===== src/rtl/keypad_pkg.sv =====
// keypad_pkg: shared types and constants for the keypad digit buffer.
// Used by the buffer, its interface and the key edge detector.
package keypad_pkg;

    localparam logic [4:0] KEY_NONE = 5'd16;

    typedef logic [4:0] key_code_t;

    typedef enum logic {
        FP_SHIFT    = 1'b0,
        FP_SATURATE = 1'b1
    } full_policy_e;

endpackage


===== src/rtl/keypad_seq_buffer_if.sv =====
// keypad_seq_buffer_if: key inputs and buffer outputs of the digit buffer.
// master drives keys/strobes, slave is the buffer itself.
interface keypad_seq_buffer_if #(
    parameter int DIGIT_W = 4,
    parameter int DEPTH   = 8
);
    import keypad_pkg::*;

    localparam int CNT_W = $clog2(DEPTH + 1);

    logic                       key_en;
    key_code_t                  key_code;
    logic                       bksp;
    logic                       clr;
    logic [DEPTH*DIGIT_W-1:0]   seq;
    logic [CNT_W-1:0]           count;
    logic                       full;
    logic                       accept;
    logic                       ovf;

    modport master (
        output key_en, key_code, bksp, clr,
        input  seq, count, full, accept, ovf
    );

    modport slave (
        input  key_en, key_code, bksp, clr,
        output seq, count, full, accept, ovf
    );

endinterface


===== src/rtl/keypad_seq_buffer_key_edge_det.sv =====
// key_edge_det: one event per rising edge of a key-qualified level.
// A rising edge carrying KEY_NONE is swallowed without retry.
module key_edge_det
    import keypad_pkg::*;
(
    input  logic      clk,
    input  logic      rst_n,
    input  logic      key_en,
    input  key_code_t key_code,
    output logic      evt
);

    logic key_en_q;

    // Remember last key level so a held key fires only once
    always_ff @(posedge clk or negedge rst_n) begin
        if (!rst_n) key_en_q <= 1'b0;
        else        key_en_q <= key_en;
    end

    assign evt = key_en && !key_en_q && (key_code != KEY_NONE);

endmodule


===== src/rtl/keypad_seq_buffer.sv =====
// keypad_seq_buffer: DEPTH-slot digit buffer, newest digit in the low slot.
// Optional idle auto-clear is built in with `define KEYPAD_SEQ_TIMEOUT_EN.
module keypad_seq_buffer
    import keypad_pkg::*;
#(
    parameter int           DIGIT_W     = 4,
    parameter int           DEPTH       = 8,
    parameter full_policy_e SAT_MODE    = FP_SHIFT,
    parameter int           TIMEOUT_CYC = 10000
) (
    input logic                clk,
    input logic                rst_n,
    keypad_seq_buffer_if.slave bus
);

    localparam int CNT_W = $clog2(DEPTH + 1);
    localparam int SEQ_W = DEPTH * DIGIT_W;

    logic [SEQ_W-1:0]   seq_q, seq_d;
    logic [CNT_W-1:0]   cnt_q, cnt_d;
    logic               acc_q, acc_d;
    logic               ovf_q, ovf_d;
    logic               evt;
    logic               is_full;
    logic               tmo;
    logic [DIGIT_W-1:0] digit;

    key_edge_det u_edge (
        .clk      (clk),
        .rst_n    (rst_n),
        .key_en   (bus.key_en),
        .key_code (bus.key_code),
        .evt      (evt)
    );

    assign digit   = bus.key_code[DIGIT_W-1:0];
    assign is_full = (cnt_q == CNT_W'(DEPTH));

`ifdef KEYPAD_SEQ_TIMEOUT_EN
    localparam int IDLE_W = $clog2(TIMEOUT_CYC + 1);

    logic [IDLE_W-1:0] idle_q;
    logic              user_act;

    assign user_act = bus.clr || bus.bksp || evt;
    assign tmo = !user_act && (idle_q == IDLE_W'(TIMEOUT_CYC - 1));

    // Count idle cycles while digits are held; any activity restarts it
    always_ff @(posedge clk or negedge rst_n) begin
        if (!rst_n)
            idle_q <= '0;
        else if (user_act || tmo || cnt_q == '0)
            idle_q <= '0;
        else
            idle_q <= idle_q + IDLE_W'(1);
    end
`else
    assign tmo = 1'b0;
`endif

    // Next buffer state; clr beats bksp beats a key event
    always_comb begin
        seq_d = seq_q;
        cnt_d = cnt_q;
        acc_d = 1'b0;
        ovf_d = ovf_q;
        if (bus.clr || tmo) begin
            seq_d = '0;
            cnt_d = '0;
            ovf_d = 1'b0;
        end else if (bus.bksp) begin
            if (cnt_q != '0) begin
                seq_d = seq_q >> DIGIT_W;
                cnt_d = cnt_q - CNT_W'(1);
            end
        end else if (evt) begin
            if (is_full) ovf_d = 1'b1;
            if (!is_full || SAT_MODE == FP_SHIFT) begin
                seq_d = {seq_q[SEQ_W-DIGIT_W-1:0], digit};
                acc_d = 1'b1;
            end
            if (!is_full) cnt_d = cnt_q + CNT_W'(1);
        end
    end

    // Buffer state registers
    always_ff @(posedge clk or negedge rst_n) begin
        if (!rst_n) begin
            seq_q <= '0;
            cnt_q <= '0;
            acc_q <= 1'b0;
            ovf_q <= 1'b0;
        end else begin
            seq_q <= seq_d;
            cnt_q <= cnt_d;
            acc_q <= acc_d;
            ovf_q <= ovf_d;
        end
    end

    assign bus.seq    = seq_q;
    assign bus.count  = cnt_q;
    assign bus.full   = is_full;
    assign bus.accept = acc_q;
    assign bus.ovf    = ovf_q;

endmodule


===== src/flat_wrapper.sv =====
// flat-port wrapper written by rule: the top's interface ports become plain ports
module keypad_seq_buffer_flat import keypad_pkg::*;
#(
    parameter int           DIGIT_W     = 4,
    parameter int           DEPTH       = 8,
    parameter full_policy_e SAT_MODE    = FP_SHIFT,
    parameter int           TIMEOUT_CYC = 10000
)
  (clk, rst_n, bus_key_en, bus_key_code, bus_bksp, bus_clr, bus_seq, bus_count, bus_full, bus_accept, bus_ovf);
  keypad_seq_buffer_if #(.DIGIT_W(DIGIT_W), .DEPTH(DEPTH)) bus_i ();
  input logic clk;
  input logic rst_n;
  input wire logic [$bits(bus_i.key_en)-1:0] bus_key_en;
  input wire logic [$bits(bus_i.key_code)-1:0] bus_key_code;
  input wire logic [$bits(bus_i.bksp)-1:0] bus_bksp;
  input wire logic [$bits(bus_i.clr)-1:0] bus_clr;
  output wire logic [$bits(bus_i.seq)-1:0] bus_seq;
  output wire logic [$bits(bus_i.count)-1:0] bus_count;
  output wire logic [$bits(bus_i.full)-1:0] bus_full;
  output wire logic [$bits(bus_i.accept)-1:0] bus_accept;
  output wire logic [$bits(bus_i.ovf)-1:0] bus_ovf;
  assign bus_i.key_en = bus_key_en;
  assign bus_i.key_code = bus_key_code;
  assign bus_i.bksp = bus_bksp;
  assign bus_i.clr = bus_clr;
  assign bus_seq = bus_i.seq;
  assign bus_count = bus_i.count;
  assign bus_full = bus_i.full;
  assign bus_accept = bus_i.accept;
  assign bus_ovf = bus_i.ovf;
  keypad_seq_buffer #(.DIGIT_W(DIGIT_W), .DEPTH(DEPTH), .SAT_MODE(SAT_MODE), .TIMEOUT_CYC(TIMEOUT_CYC)) u_core (.clk(clk), .rst_n(rst_n), .bus(bus_i));
endmodule

===== config.mk =====
export PLATFORM = sky130hd
export DESIGN_NAME = keypad_seq_buffer_flat
export DESIGN_NICKNAME = d
export VERILOG_FILES = /design/src/rtl/keypad_pkg.sv /design/src/rtl/keypad_seq_buffer_if.sv /design/src/rtl/keypad_seq_buffer_key_edge_det.sv /design/src/rtl/keypad_seq_buffer.sv /design/src/flat_wrapper.sv
export SDC_FILE = /design/constraint.sdc
export NUM_CORES = 1
export LEC_CHECK = 0
export CAP_MARGIN = 20
export CORE_MARGIN = 3
export CORE_UTILIZATION = 45
export DETAILED_ROUTE_END_ITERATION = 10
export PLACE_DENSITY = 0.87
export SLEW_MARGIN = 20
export SYNTH_ARGS = -nofsm -noshare
export SYNTH_HDL_FRONTEND = slang
export SYNTH_HIERARCHICAL = 1
export SYNTH_SLANG_ARGS = --single-unit

===== constraint.sdc =====
create_clock -name clk -period 1.4 [get_ports clk]
set_input_delay 0.21 -clock clk [delete_from_list [all_inputs] [get_ports clk]]
set_output_delay 0.21 -clock clk [all_outputs]
set_load 0.005 [all_outputs]

# Yosys cells after proc, flatten, opt, wreduce, memory -nomap -nowiden
# Index checks and enable logic that the tools add are counted.
dict set report op_classes {
  eq_ne 5
  n_div 0
  shifts 0
  n_mul 0
  bitwise 0
  reduce_logical 10
  addsub 2
  n_lt_le_gt_ge 0
  muxes 16
}
# operator count
set ops {}
lappend ops {{two-way mux 32 bit} 4}
lappend ops {{two-way mux 4 bit} 5}
lappend ops {{two-way mux 1 bit} 7}
lappend ops {{AND reduction 3 bit} 2}
lappend ops {{inequality test 5 bit, second input constant} 1}
lappend ops {{adder 4 x 1 -> 4 bit, second input constant} 1}
lappend ops {{== test 4 bit, second input constant} 1}
lappend ops {{nonzero test 2 bit} 2}
lappend ops {{nonzero test 4 bit} 1}
lappend ops {{subtractor 4 x 1 -> 4 bit, second input constant} 1}
lappend ops {{inequality test 3 x 1 -> 1 bit, second input constant} 1}
lappend ops {{inequality test 3 bit, second input constant} 1}
lappend ops {{nonzero test 3 bit} 1}
lappend ops {{logical AND 1 bit} 2}
lappend ops {{inequality test 2 x 1 -> 1 bit, second input constant} 1}
lappend ops {{AND reduction 2 bit} 1}
lappend ops {{zero test 1 bit} 1}
dict set report totals {
  in_bits 10
  latchBits 0
  output_inout_bits 39
  mem_bits_rw 0
  reg_bits 39
  mem_bits_ro 0
  n_memories 0
}

# Logic depth before layout (Yosys ltp)
dict set report depth {
  ltp_word 6
  depth_mapped 8
  depth_no_buf 6
}

# By module
# Netlist, hierarchy kept.
# mod area_per_inst_um2 instances cells_each
set modules_own_cells {}
lappend modules_own_cells {keypad_seq_buffer 2065.7 1 174}
lappend modules_own_cells {key_edge_det 56.3 1 5}

# Least setup slack after synthesis
# OpenSTA, ideal clock, no wires.
dict set report synth_timing {
  kind {register -> register}
  from {register u_core.u_edge.key_en_q}
  to {register u_core.seq_q[30] (netlist: u_core/bus.seq[30])}
  setup_time_ps 121
  required_ps 1279
  t_arrival_ps 1369
  period_less_slack_ps 1489
  stages_incl_launch_ff 8
  n_path_buf 2
  path_slack_ps -89
  cell_sequence {dfrtp_1 > nand2b_1 > a21oi_2 > nor3_4 > a41o_1 > buf_6 > buf_4 > a22o_1}
}
dict set report synth_between {
  elab_chain_cells 5
}
# item line
set synth_lines {}
lappend synth_lines {{start: declaration} keypad_seq_buffer_key_edge_det.sv:13} ;# logic key_en_q;
lappend synth_lines {{start signal: assignment} keypad_seq_buffer_key_edge_det.sv:18} ;# else key_en_q <= key_en;
lappend synth_lines {{zero test 1 bit} keypad_seq_buffer_key_edge_det.sv:21} ;# assign evt = key_en && !key_en_q && (key_code != KEY_NONE);
lappend synth_lines {{logical AND 1 bit (2 in series)} keypad_seq_buffer_key_edge_det.sv:21}
lappend synth_lines {{via u_core.evt} keypad_seq_buffer.sv:23} ;# logic evt;
lappend synth_lines {{nonzero test 3 bit (no source line)} -}
lappend synth_lines {{AND reduction 2 bit (no source line)} -}
lappend synth_lines {{end signal: assignment} keypad_seq_buffer.sv:94} ;# seq_q <= seq_d;
lappend synth_lines {{end: declaration} keypad_seq_buffer.sv:19} ;# logic [SEQ_W-1:0] seq_q, seq_d;
# The timed path passes the listed nets, and every way through them passes these cells.
# A chain may end at the register's enable or synchronous reset.

# Worst setup path after layout
dict set report layout_timing {
  from {register u_core.cnt_q[1] (netlist: u_core/bus.count[1])}
  to {register u_core.seq_q[8] (netlist: u_core/bus.seq[8])}
}
dict set report layout_between {
  elab_chain_cells 3
}
# item line
set layout_lines {}
lappend layout_lines {{start: declaration} keypad_seq_buffer.sv:20} ;# logic [CNT_W-1:0] cnt_q, cnt_d;
lappend layout_lines {{start signal: assignment} keypad_seq_buffer.sv:95} ;# cnt_q <= cnt_d;
lappend layout_lines {{nonzero test 4 bit} keypad_seq_buffer.sv:72} ;# if (cnt_q != '0) begin
lappend layout_lines {{inequality test 3 x 1 -> 1 bit (no source line)} -}
lappend layout_lines {{AND reduction 2 bit (no source line)} -}
# No other way between the ends.

==> impl_metrics.tcl <==
set metrics [dict create \
    worstHoldPathType "in -> reg" \
    fin_crit_sh_pct 110 \
    avgViaCountPerCell 5.41 \
    cts_sinks 39 \
    routed_wl_mm 6.14 \
    synthArstFlopShare_pct 100 \
    drv_slew 0 \
    crit_required_ns 1.60 \
    yosys-top-cells-count "39 x dfrtp_1, 32 x nand2_1, 28 x mux2i_1, 28 x o31ai_2, 6 x buf_2" \
    finalWeightedCongestion 0.796 \
    worst_slew_pin_slew_ns 0.400 \
    areaGrowthSynthToFinish_pct 63.8 \
    dieWidth_um 74.7 \
    finalCriticalPeriod_ns 1.55 \
    synth.most_common_cell "dfrtp_1" \
    setup_viol 36 \
    critPathArrivalTime_ns 1.74 \
    yosysWarnings 6 \
    p_comb_share_pct 45.0 \
    internal_power_mw 2.57 \
    yosys-top-cells-area "dfrtp_1 46%, o31ai_2 17%, mux2i_1 13%" \
    yosys.area.top_type_share_pct 46.0 \
    dieHeight_um 74.7 \
    rsz0062_at_grt "true" \
    outcome "complete, but fails checks" \
    grt_pass1_vias 1925 \
    syn_area_um2 2120 \
    ys_seq_elements 39 \
    drive_gt1_share_pct 50.5 \
    drc 0 \
    cts_made_buffers 5 \
    grt_usage_pct 22.6 \
    irDropWorstVdd_mv 0.670 \
    grt_pass1_wl_mm 9.56 \
    synthFlopType "dfrtp_1" \
    seq_power_share_pct 33.0 \
    cts.clk_slew.worst_paths_ns 0.08 \
    cts_root_buf "clkbuf_8" \
    clock_latency_ns 0.29 \
    multi_input_area_um2 1180 \
    synthCells 179 \
    wl_per_cell_um 17.8 \
    stdcell_count 345 \
    io_pins 49 \
    htree_levels 2 \
    num_rows 24 \
    yosys.area.top_type "dfrtp_1" \
    switchingPower_mw 1.27 \
    n_fill_cell 257 \
    core_um2 4440 \
    grt_max_degree 26 \
    pre_cts_slack_ns -0.491 \
    seqCellArea_um2 976 \
    switching_share_pct 33.1 \
    antenna_found_initial 0 \
    synth_edf_count 0 \
    rrSetupSlack_ns -0.15 \
    dieArea_um2 5580 \
    diodes 0 \
    maxSlewHeadroom_pct 73.3 \
    power_density_nw_per_um2 1110 \
    hold_viol 0 \
    fmax_mhz 647 \
    drt_first_pass_iters 4 \
    placed_cells 293 \
    synth_nets 192 \
    grt-ovfl-total 0 \
    hpwl_mm 3.58 \
    p_clk_share_pct 22.0 \
    maxCapViolCount 0 \
    ys_seq_area_share_pct 46.0 \
    power_leakage_nw 1.91 \
    worst_setup_path_end_kind "flop" \
    yosysUniqueCellTypes 28 \
    vias 1865 \
    clock_path_buffers 2 \
    synth.avg_cell_area_um2 11.9 \
    tritoncts "yes" \
    skew_ns 0.00710 \
    worst_setup_path_start_kind "flop" \
    drtIter0Drc 113 \
    io_buffers 48 \
    ant_nets 0 \
    layout_setup_ws_ns -0.147 \
    failed_checks "setup timing" \
    initial_core_util_pct 47.7 \
    critical_path_class "reg -> reg" \
    nets 305 \
    critPathMaxFanout 19 \
]
==> worst paths after layout <==
check	start	endpoint	cells after the start
worst max-delay path	u_core/bus.count[1]$_DFFE_PN0P_	u_core/bus.seq[8]$_DFFE_PN0P_	7
worst min-delay path	bus_key_en	u_core/u_edge/key_en_q$_DFF_PN0_	1
worst max register to register	u_core/bus.count[1]$_DFFE_PN0P_	u_core/bus.seq[8]$_DFFE_PN0P_	7
max in group asynchronous	rst_n	u_core/bus.seq[9]$_DFFE_PN0P_	3
min in group asynchronous	rst_n	u_core/bus.count[3]$_DFFE_PN0P_	2
worst min register to register	u_core/bus.ovf$_DFFE_PN0P_	u_core/bus.ovf$_DFFE_PN0P_	1
==> state kept, by name, indices dropped and copies added (netlist names) <==
signal	flops
u_core/u_edge/key_en_q	1
u_core/bus.seq	32
u_core/bus.accept	1
u_core/bus.count	4
u_core/bus.ovf	1
==> cells by family after synthesis <==
| group | share of synthesized area [%] |
|---|---|
| buf+inv | 5.66 |
| xor+xnor | 0.826 |
| flops | 46.0 |
| mux | 13.2 |
| compound gates | 21.9 |
| fa+ha+maj | 2.12 |
| simple gates | 10.3 |
==> metal layers <==
metal  track usage, %  routed length [um]  vias up
met5                0                   0        -
met4             5.93                  53        0
met3             5.21                 278        6
met2             38.6                3150       57
met1             29.0                2660      931
li1                 -                   -      871
==> critical path, cell delays in order, from the launching register on <==
cell,delay (ns)
dfrtp_1,0.40
buf_6,0.12
nor3_4,0.18
buf_6,0.13
a41o_4,0.28
buf_12,0.18
nand2_1,0.09
o31ai_2,0.06
==> what timing repair did <==
item,in CTS,in global routing
gates resized for setup,30,32
cloned,0,0
pin swaps,6,8
hold buffers,1,0
endpoints found under the hold margin,14,0
buffers inserted,35,9
endpoints found under the setup margin,69,54
==> metrics by stage <==
step           total power [mW]  util [%]  hold slack, ns  TNS, ns  area [um2]
5_1_grt                    4.01      78.2           0.238    -6.05        3480
3_5_place_dp               2.62      64.7           0.145   -16.06        2880
6_report                   3.84      78.2           0.239    -3.97        3480
2_1_floorplan              2.00         -         -0.0856    -1.03        2200
3_3_place_gp               2.58      64.7           0.141   -15.02        2880
4_1_cts                    3.71      74.5           0.234    -2.65        3310
==> power groups by stage <==
stage / Clock [mW] / Sequential, mW / Combinational (mW)
floorplan: 0 / 1.35 / 0.656
global placement: 0 / 1.32 / 1.25
detailed placement: 0 / 1.32 / 1.29
CTS: 0.849 / 1.26 / 1.60
global route: 0.891 / 1.28 / 1.85
finish: 0.846 / 1.27 / 1.73
==> layout make-up <==
type	count	share of cell area [%]
Tap cell	52	1.87
Clock buffer	8	2.88
Timing Repair Buffer	121	32.9
Sequential cell	39	28.1
Inverter	3	0.324
Multi-Input combinational cell	122	34.0
==> layout by cell type (no fill, tap or decap), drive strengths merged, types with 2 or more instances in the layout <==
master	instances
buf	76
dfrtp	39
nand2	32
mux2i	28
o31ai	28
clkdlybuf4s50	20
dlymetal6s2s	16
clkbuf	8
dlygate4sd2	6
a22o	5
nor3	4
a21oi	4
inv	3
nor2	3
o21ai	3
clkdlybuf4s15	2
nand2b	2
xor2	2
ha	2
No activity file was read; power rests on OpenSTA's default activity.
